<file path="config.mk">
export PLATFORM = sky130hd
export DESIGN_NAME = intersection_phase_scheduler
export DESIGN_NICKNAME = d
export VERILOG_FILES = /design/src/rtl/intersection_phase_scheduler.sv
export SDC_FILE = /design/constraint.sdc
export NUM_CORES = 1
export LEC_CHECK = 0
export CORE_MARGIN = 10
export CORE_UTILIZATION = 48
export DETAILED_ROUTE_END_ITERATION = 16
export GPL_TIMING_DRIVEN = 0
export PLACE_DENSITY = 0.75
export RECOVER_POWER = 25
export SLEW_MARGIN = 15
export SYNTH_ARGS = -nofsm -noshare
export SYNTH_HDL_FRONTEND = slang
export SYNTH_SLANG_ARGS = --single-unit
</file>
<file path="constraint.sdc">
create_clock -name clk -period 2.25 [get_ports clk]
set_input_delay 0.225 -clock clk [delete_from_list [all_inputs] [get_ports clk]]
set_output_delay 0.225 -clock clk [all_outputs]
set_load 0.005 [all_outputs]
</file>
<file path="src/rtl/intersection_phase_scheduler.sv">
// intersection_phase_scheduler: two-road signal phase sequencer; define TLC_PED_EN to enable the pedestrian walk phase
module intersection_phase_scheduler #(
  parameter int GREEN_MIN = 8,
  parameter int GREEN_MAX = 32,
  parameter int YELLOW_T  = 3,
  parameter int ALLRED_T  = 1,
  parameter int WALK_T    = 6
) (
  input  logic       clk,
  input  logic       rst,
  input  logic       tick,
  input  logic       car_ns,
  input  logic       car_ew,
  input  logic       ped_req,
  output logic [2:0] light_ns,
  output logic [2:0] light_ew,
  output logic       walk,
  output logic       ped_wait,
  output logic [2:0] phase
);
  typedef enum logic [2:0] {NS_G = 3'd0, NS_Y = 3'd1, EW_G = 3'd2, EW_Y = 3'd3, ALLRED = 3'd4, WALK = 3'd5} state_t;
  localparam logic [8:0] GMIN = 9'(GREEN_MIN);
  localparam logic [8:0] GMAX = 9'(GREEN_MAX);
  localparam logic [8:0] YT   = 9'(YELLOW_T);
  localparam logic [8:0] AT   = 9'(ALLRED_T);
  localparam logic [8:0] WT   = 9'(WALK_T);
  state_t state, state_nx;
  logic next_dir, next_dir_nx;
  logic [7:0] elapsed;
  logic [8:0] n;
  logic ped_pending;
  // 9 bits so a saturated elapsed still yields n=256
  assign n = {1'b0, elapsed} + 9'd1;
  // next-state and next-direction decision, only on tick cycles
  always_comb begin
    state_nx = state;
    next_dir_nx = next_dir;
    if (tick)
      case (state)
        NS_G: if ((car_ew | ped_pending) && ((n >= GMIN && !car_ns) || n >= GMAX)) state_nx = NS_Y;
        NS_Y: if (n == YT) begin state_nx = ALLRED; next_dir_nx = 1'b1; end
        EW_G: if ((car_ns | ped_pending) && ((n >= GMIN && !car_ew) || n >= GMAX)) state_nx = EW_Y;
        EW_Y: if (n == YT) begin state_nx = ALLRED; next_dir_nx = 1'b0; end
        ALLRED: if (n == AT) state_nx = ped_pending ? WALK : (next_dir ? EW_G : NS_G);
        WALK: if (n == WT) state_nx = next_dir ? EW_G : NS_G;
        default: state_nx = ALLRED;
      endcase
  end
  // state, direction and saturating per-state tick counter
  always_ff @(posedge clk or posedge rst)
    if (rst) begin
      state <= ALLRED;
      next_dir <= 1'b0;
      elapsed <= 8'd0;
    end else begin
      state <= state_nx;
      next_dir <= next_dir_nx;
      elapsed <= (state_nx != state) ? 8'd0 : (tick && elapsed != 8'hff) ? elapsed + 8'd1 : elapsed;
    end
`ifdef TLC_PED_EN
  // latch button presses; walk entry consumes the request, including a press on that same cycle
  always_ff @(posedge clk or posedge rst)
    if (rst) ped_pending <= 1'b0;
    else if (state_nx == WALK && state != WALK) ped_pending <= 1'b0;
    else if (ped_req) ped_pending <= 1'b1;
`else
  logic unused_ped;
  assign unused_ped = ped_req;
  assign ped_pending = 1'b0;
`endif
  // lamp and status decode, purely from registers
  always_comb begin
    light_ns = (state == NS_G) ? 3'b001 : (state == NS_Y) ? 3'b010 : 3'b100;
    light_ew = (state == EW_G) ? 3'b001 : (state == EW_Y) ? 3'b010 : 3'b100;
    walk = (state == WALK);
    ped_wait = ped_pending;
    phase = state;
  end
endmodule

</file>
# Yosys cells after proc, flatten, opt, wreduce, memory -nomap -nowiden
# Index checks and enable logic that the tools add are counted.
# word_totals
register_bits	12
in_bits	6
out_inout_bits	11
wordCells	50
# op_classes
n_addsub	2
n_lt_le_gt_ge	2
n_eq_ne	12
n_mux	17
reduce_logical	14
# op_table
cell	n
2-to-1 mux 3 bit	10
2-to-1 mux 8 bit	2
one-hot mux 3 bit (5 select lines)	1
adder 8 x 1 -> 9 bit, second input constant	1
== test 9 x 1 -> 1 bit, second input constant	1
== test 9 x 2 -> 1 bit, second input constant	1
== test 9 x 3 -> 1 bit, second input constant	1
>= comparator 9 x 4 -> 1 bit, second input constant	1
>= comparator 9 x 6 -> 1 bit, second input constant	1
adder 8 x 1 -> 8 bit, second input constant	1
!= test 8 bit, second input constant	1
== test 3 x 2 -> 1 bit, second input constant	2
== test 3 bit, second input constant	2
logical AND 1 bit	5
!= test 2 bit, second input constant	2
AND reduction 4 bit	1
nonzero test 2 bit	2
== test 3 x 1 -> 1 bit, second input constant	1
logical NOT 3 bit	1
!= test 3 bit	1
logical NOT 1 bit	2
logical OR 1 bit	2
2-to-1 mux 1 bit	2
2-to-1 mux 2 bit	1
2 further kinds	2

# Depth between registers and ports, before layout
# Gate-level depths: netlist of run 1.
# depth
word_depth	10
mapped_depth	8

# Worst setup path before layout of run 1
# OpenSTA, ideal clock, no wires.
# synth_path
path_type	reg2reg
from	register elapsed[0]
to	register elapsed[0]
setup_ns	0.150
arrival_time_ns	2.255
required_ns	2.100
path_slack_ns	-0.156
path_stages_with_launch	9
n_path_buf	1
period_less_slack_ns	2.406
path_cell_list	dfrtp_1 > ha_1 > buf_6 > a211o_1 > a211oi_2 > o21a_2 > a41oi_2 > o41ai_4 > a2111oi_0
# synth_via
elab_chain_len	10
# synth_rtl
element	line	source
start: declaration	29	logic [7:0] elapsed;
start signal: assignment	58	elapsed <= (state_nx != state) ? 8'd0 : (tick && elapsed != 8'hff) ? elapsed + 8'd1 : elapsed;
adder 8 x 1 -> 9 bit	33	assign n = {1'b0, elapsed} + 9'd1;
>= comparator 9 x 4 -> 1 bit	40, 42	
logical AND 1 bit, on equally long branches	42, 40	
logical OR 1 bit, on equally long branches	42, 40	
logical AND 1 bit, on equally long branches	42, 40	
2-to-1 mux 3 bit, on equally long branches	42, 40	
one-hot mux 3 bit (5 select lines)	39	case (state)
2-to-1 mux 3 bit	38	if (tick)
!= test 3 bit	58	
2-to-1 mux 8 bit or nonzero test 2 bit (tied branches)	--	
# Several ways; a longest one is shown, not always the timed one. The select of a mux whose other input is x is not followed.
# A chain may end at the register's enable or synchronous reset.

# Worst setup path in the final report of run 1
# layout_path
from	register elapsed[1]
to	register elapsed[0]
# The elaborated chain is that of the path after synthesis.

==> results of run 1 <==
[worst max-delay path by stage]
stage                from    endpoint  cells past startpoint
3_5_place_dp   elapsed[1]  elapsed[1]                      8
5_1_grt        elapsed[0]  elapsed[0]                     10
3_3_place_gp   elapsed[1]  elapsed[0]                      8
4_1_cts        elapsed[1]  elapsed[0]                      8
2_1_floorplan  elapsed[0]  elapsed[0]                      8
6_report       elapsed[1]  elapsed[0]                      9
[power groups by stage]
stage                     clock, uW  combinational, uW  sequential [uW]
after floorplan                   0                517              337
after detailed placement          0                780              357
final                           142               1200              338
after CTS                       148                997              333
after global placement            0                750              351
after global routing            156               1270              347
[layout make-up]
| cell class | instances | area [um^2] | area share (%) |
|---|---|---|---|
| Tap cell | 28 | 35.03 | 2.226 |
| Timing Repair Buffer | 23 | 241.5 | 15.34 |
| Multi-Input combinational cell | 102 | 873.3 | 55.48 |
| Inverter | 10 | 37.54 | 2.385 |
| Clock buffer | 4 | 26.28 | 1.669 |
| Sequential cell | 12 | 304.0 | 19.32 |
| Buffer | 8 | 56.30 | 3.577 |
[Yosys cell counts, types with 2 or more instances]
cell	n
a2111oi_0	2
a2111oi_1	2
a21oi_1	3
a41oi_1	2
and2_1	3
buf_2	2
buf_4	4
buf_6	2
dfrtp_1	11
ha_1	4
inv_1	9
mux2i_1	3
nand2_1	7
nand2b_1	3
nand3_1	7
nand3b_1	2
nand4_1	2
nor2_1	12
nor2b_1	2
nor3_1	8
o21ai_0	6
or2_2	2
xnor2_1	4
xor2_1	3
[worst max-delay path, delay by kind of cell (launching register included)]
| family | cells | cell delay, ns |
|---|---|---|
| buffers and inverters | 2 | 0.34 |
| AOI/OAI and AO/OA | 6 | 1.26 |
| adders and majority gates | 1 | 0.20 |
| DFF | 1 | 0.45 |
[cells by family (layout without fill, tap and decap cells)]
group                      Yosys count  in the layout
and+or+nand+nor                     54             54
AOI/OAI and AO/OA                   33             33
buffers and inverters               19             45
DFF                                 12             12
xor gates and xnor gates             7              7
adders and majority gates            4              4
muxes                                3              3
other                                1              1
[metrics by stage]
step                hold WS (ns)  setup TNS (ns)  util (%)
floorplan                0.08885         -0.3149         -
global placement          0.4847          -3.155     58.38
detailed placement        0.4869          -3.526     58.38
CTS                       0.2056         -0.3434     65.49
global route              0.2283          -1.556     70.48
finish                    0.2186         -0.7850     70.48
[per-layer routing]
layer / vias to the layer above / track usage (%)
met5: - / 0
met2: 63 / 24.31
met1: 585 / 20.28
li1: 538 / -
met4: 0 / 4.271
met3: 2 / 3.221
[timing repair]
| action | in CTS | in global routing |
|---|---|---|
| setup buffers | 8 | 2 |
| resized for setup | 13 | 13 |
| pin swaps | 8 | 10 |
| setup endpoints to repair | 10 | 18 |
[state kept, by name, indices dropped and copies added (netlist names)]
signal / flops
next_dir: 1
phase: 3
elapsed: 8
==> flow_summary_export.csv, run 1 <==
group,metric,value,unit
status,outcome,"complete, but fails checks",
status,violations,"negative setup slack",
layout,fin_nets,170,
hold_path,min_to,"phase[2]",
detailed_routing,met2WireLength,1.784,mm
cts,cts.sinks,12,
flow_run,drv_cap,0,
floorplan,dieArea,0.004705,mm^2
worst_setup_path,cp.required,2.41,ns
timing,drv_slew,0,
grt,antenna_found_initial,0,
worst_setup_path,critical_path_arrival,2.52,ns
synth,synth-compound-area-share,26.05,%
floorplan,rows,17,
cts,cts_root_buf,"clkbuf_4",
power,vdd_drop_max,0.0007877,V
synth,avgSynthCellArea,8.523,um^2
floorplan,dieWidth,68.60,um
floorplan,die_y,68.60,um
timing,worst_slack,-0.1097,ns
worst_setup_path,critPathMaxStageDelay,0.45,ns
grt,grt.total_usage,15.28,%
synth,netlist_instances,133,
synth,synth_cell_types,52,
cts,cts_hold_buf,0,
worst_setup_path,endpoint_kind,"flip-flop",
worst_setup_path,critPathMaxFanout,8,
power,p_comb_share,71.5,%
cts,numCtsBuffers,3,
worst_setup_path,crit_path_top_delay_cell,"dfrtp_2",
synth,synth_edf_count,0,
power,p_sw,776.7,uW
detailed_routing,dr.pass1.iters,4,
grt,grt_first_pass_wirelength,5.658,mm
hold_path,holdPathStages,3,
layout,area_growth,38.85,%
synth,synth_top_area_share,24.28,%
place,dpl_cell_area,0.001304,mm^2
detailed_routing,viasPerCell,6.353,
worst_setup_path,crit_chain,"ha_4, a211o_1, a211oi_2, buf_4, a221oi_2, o21ai_2, o41ai_4, buf_6, a2111oi_4",
synth,synth_area_leader_cell,"dfrtp_1",
timing,relSlewSlack,60.86,%
synth,ys.flop_type,"dfrtp_1",
detailed_routing,route.met3.wl,292,um
timing,min_period,2.360,ns
floorplan,start_util,50.76,%
detailed_routing,drc,0,
place,dp.final_hpwl,2.218,mm
detailed_routing,routed.top_layer,"met4",
synth,synth_seq_cells,12,
cts,clk_pin_slew,0.08,ns
synth,synthMuxAreaShare,2.649,%
detailed_routing,drt_wl_total,3.574,mm
synth,ys_seq_area_share,26.60,%
power,p_per_area,1069,mW/mm^2
power,p_clk_share,8.4,%
hold_path,hp-class,"primary input to flip-flop",
synth,yosys_warnings,0,
cts,cts_buffer_depth,2,
cts,htreeDepth,1,
grt,grt_start_max_net_pins,13,
layout,drive_above_1_share,29.56,%
worst_setup_path,path_class,"flip-flop to flip-flop",
layout,fin_cells,187,
timing,setup_viol,8,
floorplan,io_pins,17,
worst_setup_path,ff2ff_path_depth,9,
place,port_buffers,13,
power,swShare,46.15,%
synth,synth_fa_ha_area_share,4.415,%
synth,syn_area,0.001134,mm^2
power,seq_power_share,20.1,%
detailed_routing,wl_per_cell,19.11,um
synth,synth_top_family_by_area,"compound AO/OA/AOI/OAI gates",
worst_setup_path,start_kind,"flip-flop",
synth,async_reset_ff_share,100.0,%
detailed_routing,drtIter0Drc,110,
worst_setup_path,r2r-start,"elapsed[1]",
timing,skew,0.0007081,ns
synth,yosys.area_share.simple,25.39,%
synth,synth_top_cells_by_area,"dfrtp_1, ha_1, nor2_1, nor3_1, nand3_1",
power,leakage,0.0006055,uW
layout,antenna_cells,0,
place,dp.cells,174,
synth,synth_nets,143,
floorplan,core_area,0.002233,mm^2
worst_setup_path,reg2reg_to,"elapsed[0]",
timing,period_share,104.9,%
timing,worst_pin_slew,0.5832,ns
timing,hold_viol,0,
worst_setup_path,ff2ff_setup_slack,-0.11,ns
cts,clock_latency,0.26,ns
cts,cts_tree,"yes",
grt,grt_overflow,0,
place,gp_congestion,0.8752,
detailed_routing,wl_met1,1.480,mm
timing,rsz0062_at_grt,"true",
grt,grt_pass1_vias,1118,
power,power,1683,uW
detailed_routing,ant_nets,0,
hold_path,hold_start,"tick",
timing,clock.fmax,423.8,MHz
layout,mostFrequentLayoutCells,"nor2_1, clkdlybuf4s50_1, inv_1, buf_4, dfrtp_1",
layout,final_cell_area,0.001574,mm^2
synth,synthXorXnorAreaFrac,5.408,%
power,p_int,906.3,uW
layout,fill_cells,161,
detailed_routing,num_vias,1188,
place,pre_cts_ws,-0.4505,ns
(Power assumes the default switching activity.)
==> run 2, diff against run 1 <==
CORE_UTILIZATION = 53   (was 48)
PLACE_DENSITY = 0.78   (was 0.75)
clock period = 2.2 ns   (was 2.25 ns; I/O delays follow)
==> flow_summary_export.csv, run 2 (synthesis results as in run 1) <==
group,metric,value,unit
layout,fin_cells,188,
layout,antenna_cells,0,
cts,cts_root_buf,"clkbuf_4",
hold_path,hp-class,"primary input to flip-flop",
worst_setup_path,worst-path-buf-inv,2,
layout,area_growth,42.16,%
place,dp.cells,173,
detailed_routing,wl_per_cell,20.75,um
timing,setup_viol,8,
grt,antenna_found_initial,0,
detailed_routing,drt_wl_total,3.901,mm
grt,grt.total_usage,15.05,%
cts,cts_hold_buf,0,
timing,drv_slew,0,
grt,grt_overflow,0,
detailed_routing,drc,0,
grt,grt_first_pass_wirelength,5.333,mm
flow_run,drv_cap,0,
grt,grt_start_max_net_pins,13,
cts,cts_buffer_depth,2,
layout,fin_nets,172,
cts,htreeDepth,1,
floorplan,core_area,0.002002,mm^2
timing,clock.fmax,431.8,MHz
timing,setup_tns,-0.8167,ns
timing,worst_pin_slew,0.5132,ns
place,gp_congestion,0.9146,
cts,clk_pin_slew,0.07,ns
worst_setup_path,cp.required,2.35,ns
power,vdd_drop_max,0.0009099,V
floorplan,die_y,66.25,um
layout,largest_reg_flops,8,
layout,mostFrequentLayoutCells,"buf_4, nor2_1, clkdlybuf4s50_1, inv_1, dfrtp_1",
floorplan,start_util,56.62,%
floorplan,io_pins,17,
cts,numCtsBuffers,3,
detailed_routing,drtIter0Drc,91,
cts,cts.sinks,12,
timing,skew,0.01189,ns
timing,hold_viol,0,
floorplan,dieArea,0.004388,mm^2
timing,relSlewSlack,65.52,%
grt,grt_pass1_vias,1157,
detailed_routing,viasPerCell,6.511,
detailed_routing,ant_nets,0,
worst_setup_path,critPathMaxStageDelay,0.44,ns
timing,worst_slack,-0.1157,ns
place,pre_cts_ws,-0.4890,ns
layout,final_common_cell,"buf_4",
floorplan,dieWidth,66.25,um
detailed_routing,dr.pass1.iters,4,
worst_setup_path,path_class,"flip-flop to flip-flop",
timing,min_period,2.316,ns
timing,rsz0062_at_grt,"true",
layout,largest-register,"elapsed",
status,outcome,"complete, but fails checks",
worst_setup_path,crit_path_top_delay_cell,"dfrtp_2",
worst_setup_path,start_kind,"flip-flop",
cts,cts_tree,"yes",
status,violations,"negative setup slack",
layout,drive_above_1_share,34.78,%
detailed_routing,num_vias,1224,
place,dp.final_hpwl,2.116,mm
power,power,1743,uW
power,leakage,0.0006561,uW
worst_setup_path,critical_path_arrival,2.47,ns
worst_setup_path,critPathMaxFanout,8,
power,p_per_area,1081,mW/mm^2
worst_setup_path,cp_top_family,"compound AO/OA/AOI/OAI gates",
cts,clock_latency,0.29,ns
timing,period_share,105.3,%
worst_setup_path,endpoint_kind,"flip-flop",
floorplan,rows,16,
worst_setup_path,crit_chain,"ha_4, a211o_1, a211oi_4, o21a_4, buf_4, nand4_1, o32ai_4, buf_12, a2111oi_4",
place,port_buffers,13,
==> run 2: path summary, 6_finish.rpt <==
path,start,endpoint,slack (ns),cells after the start
min in group asynchronous,rst,elapsed[5],0.39,2
min,tick,phase[2],0.20,3
min reg2reg,next_dir,next_dir,0.54,2
max,elapsed[0],elapsed[0],-0.12,9
max reg2reg,elapsed[0],elapsed[0],-0.12,9
max in group asynchronous,rst,elapsed[1],1.41,2
==> run 2: what timing repair did <==
action / in CTS / in global routing
endpoints found under the setup margin: 10 / 12
gates resized for setup: 11 / 24
pin swaps: 8 / 10
buffers inserted: 8 / 4
==> run 2: final cells by class <==
class                   instances  area [um^2]
multi-input cells             102        913.4
fillers                       117        390.4
flip-flops and latches         12        304.0
repair buffers                 25        240.2
plain buffers                   8        56.30
inverters                      10        37.54
well taps                      27        33.78
clock buffers                   4        26.28
==> run 2: through the flow <==
| stage | util, % | hold WS [ns] | cell area, um^2 |
|---|---|---|---|
| finish | 80.50 | 0.1984 | 1612 |
| floorplan | - | 0.08385 | 1139 |
| global placement | 65.06 | 0.4788 | 1303 |
| global route | 80.50 | 0.2286 | 1612 |
| detailed placement | 65.06 | 0.4890 | 1303 |
| CTS | 72.56 | 0.2038 | 1453 |
==> run 2: where the power goes <==
group / switching, uW / leakage [uW] / total [uW] / internal [uW]
sequential: 55.5 / 0.000153 / 344 / 288
combinational: 678 / 0.000488 / 1240 / 565
clock: 84.4 / 0.0000150 / 155 / 70.6
==> run 2: metal layers <==
layer / vias to the layer above / track usage (%) / share of wire, %
met1: 597 / 18.50 / 38
met4: 0 / 7.068 / 2.8
met5: - / 0 / 0
met2: 72 / 24.76 / 50
li1: 540 / - / -
met3: 15 / 2.373 / 9.2
==> run 2: worst reg2reg max path: cells and delay by family (launching register included) <==
kind	cells	cell delay [ns]
simple gates	1	0.18
flops	1	0.44
fa+ha+maj	1	0.20
buf+inv	2	0.31
compound gates	5	1.04
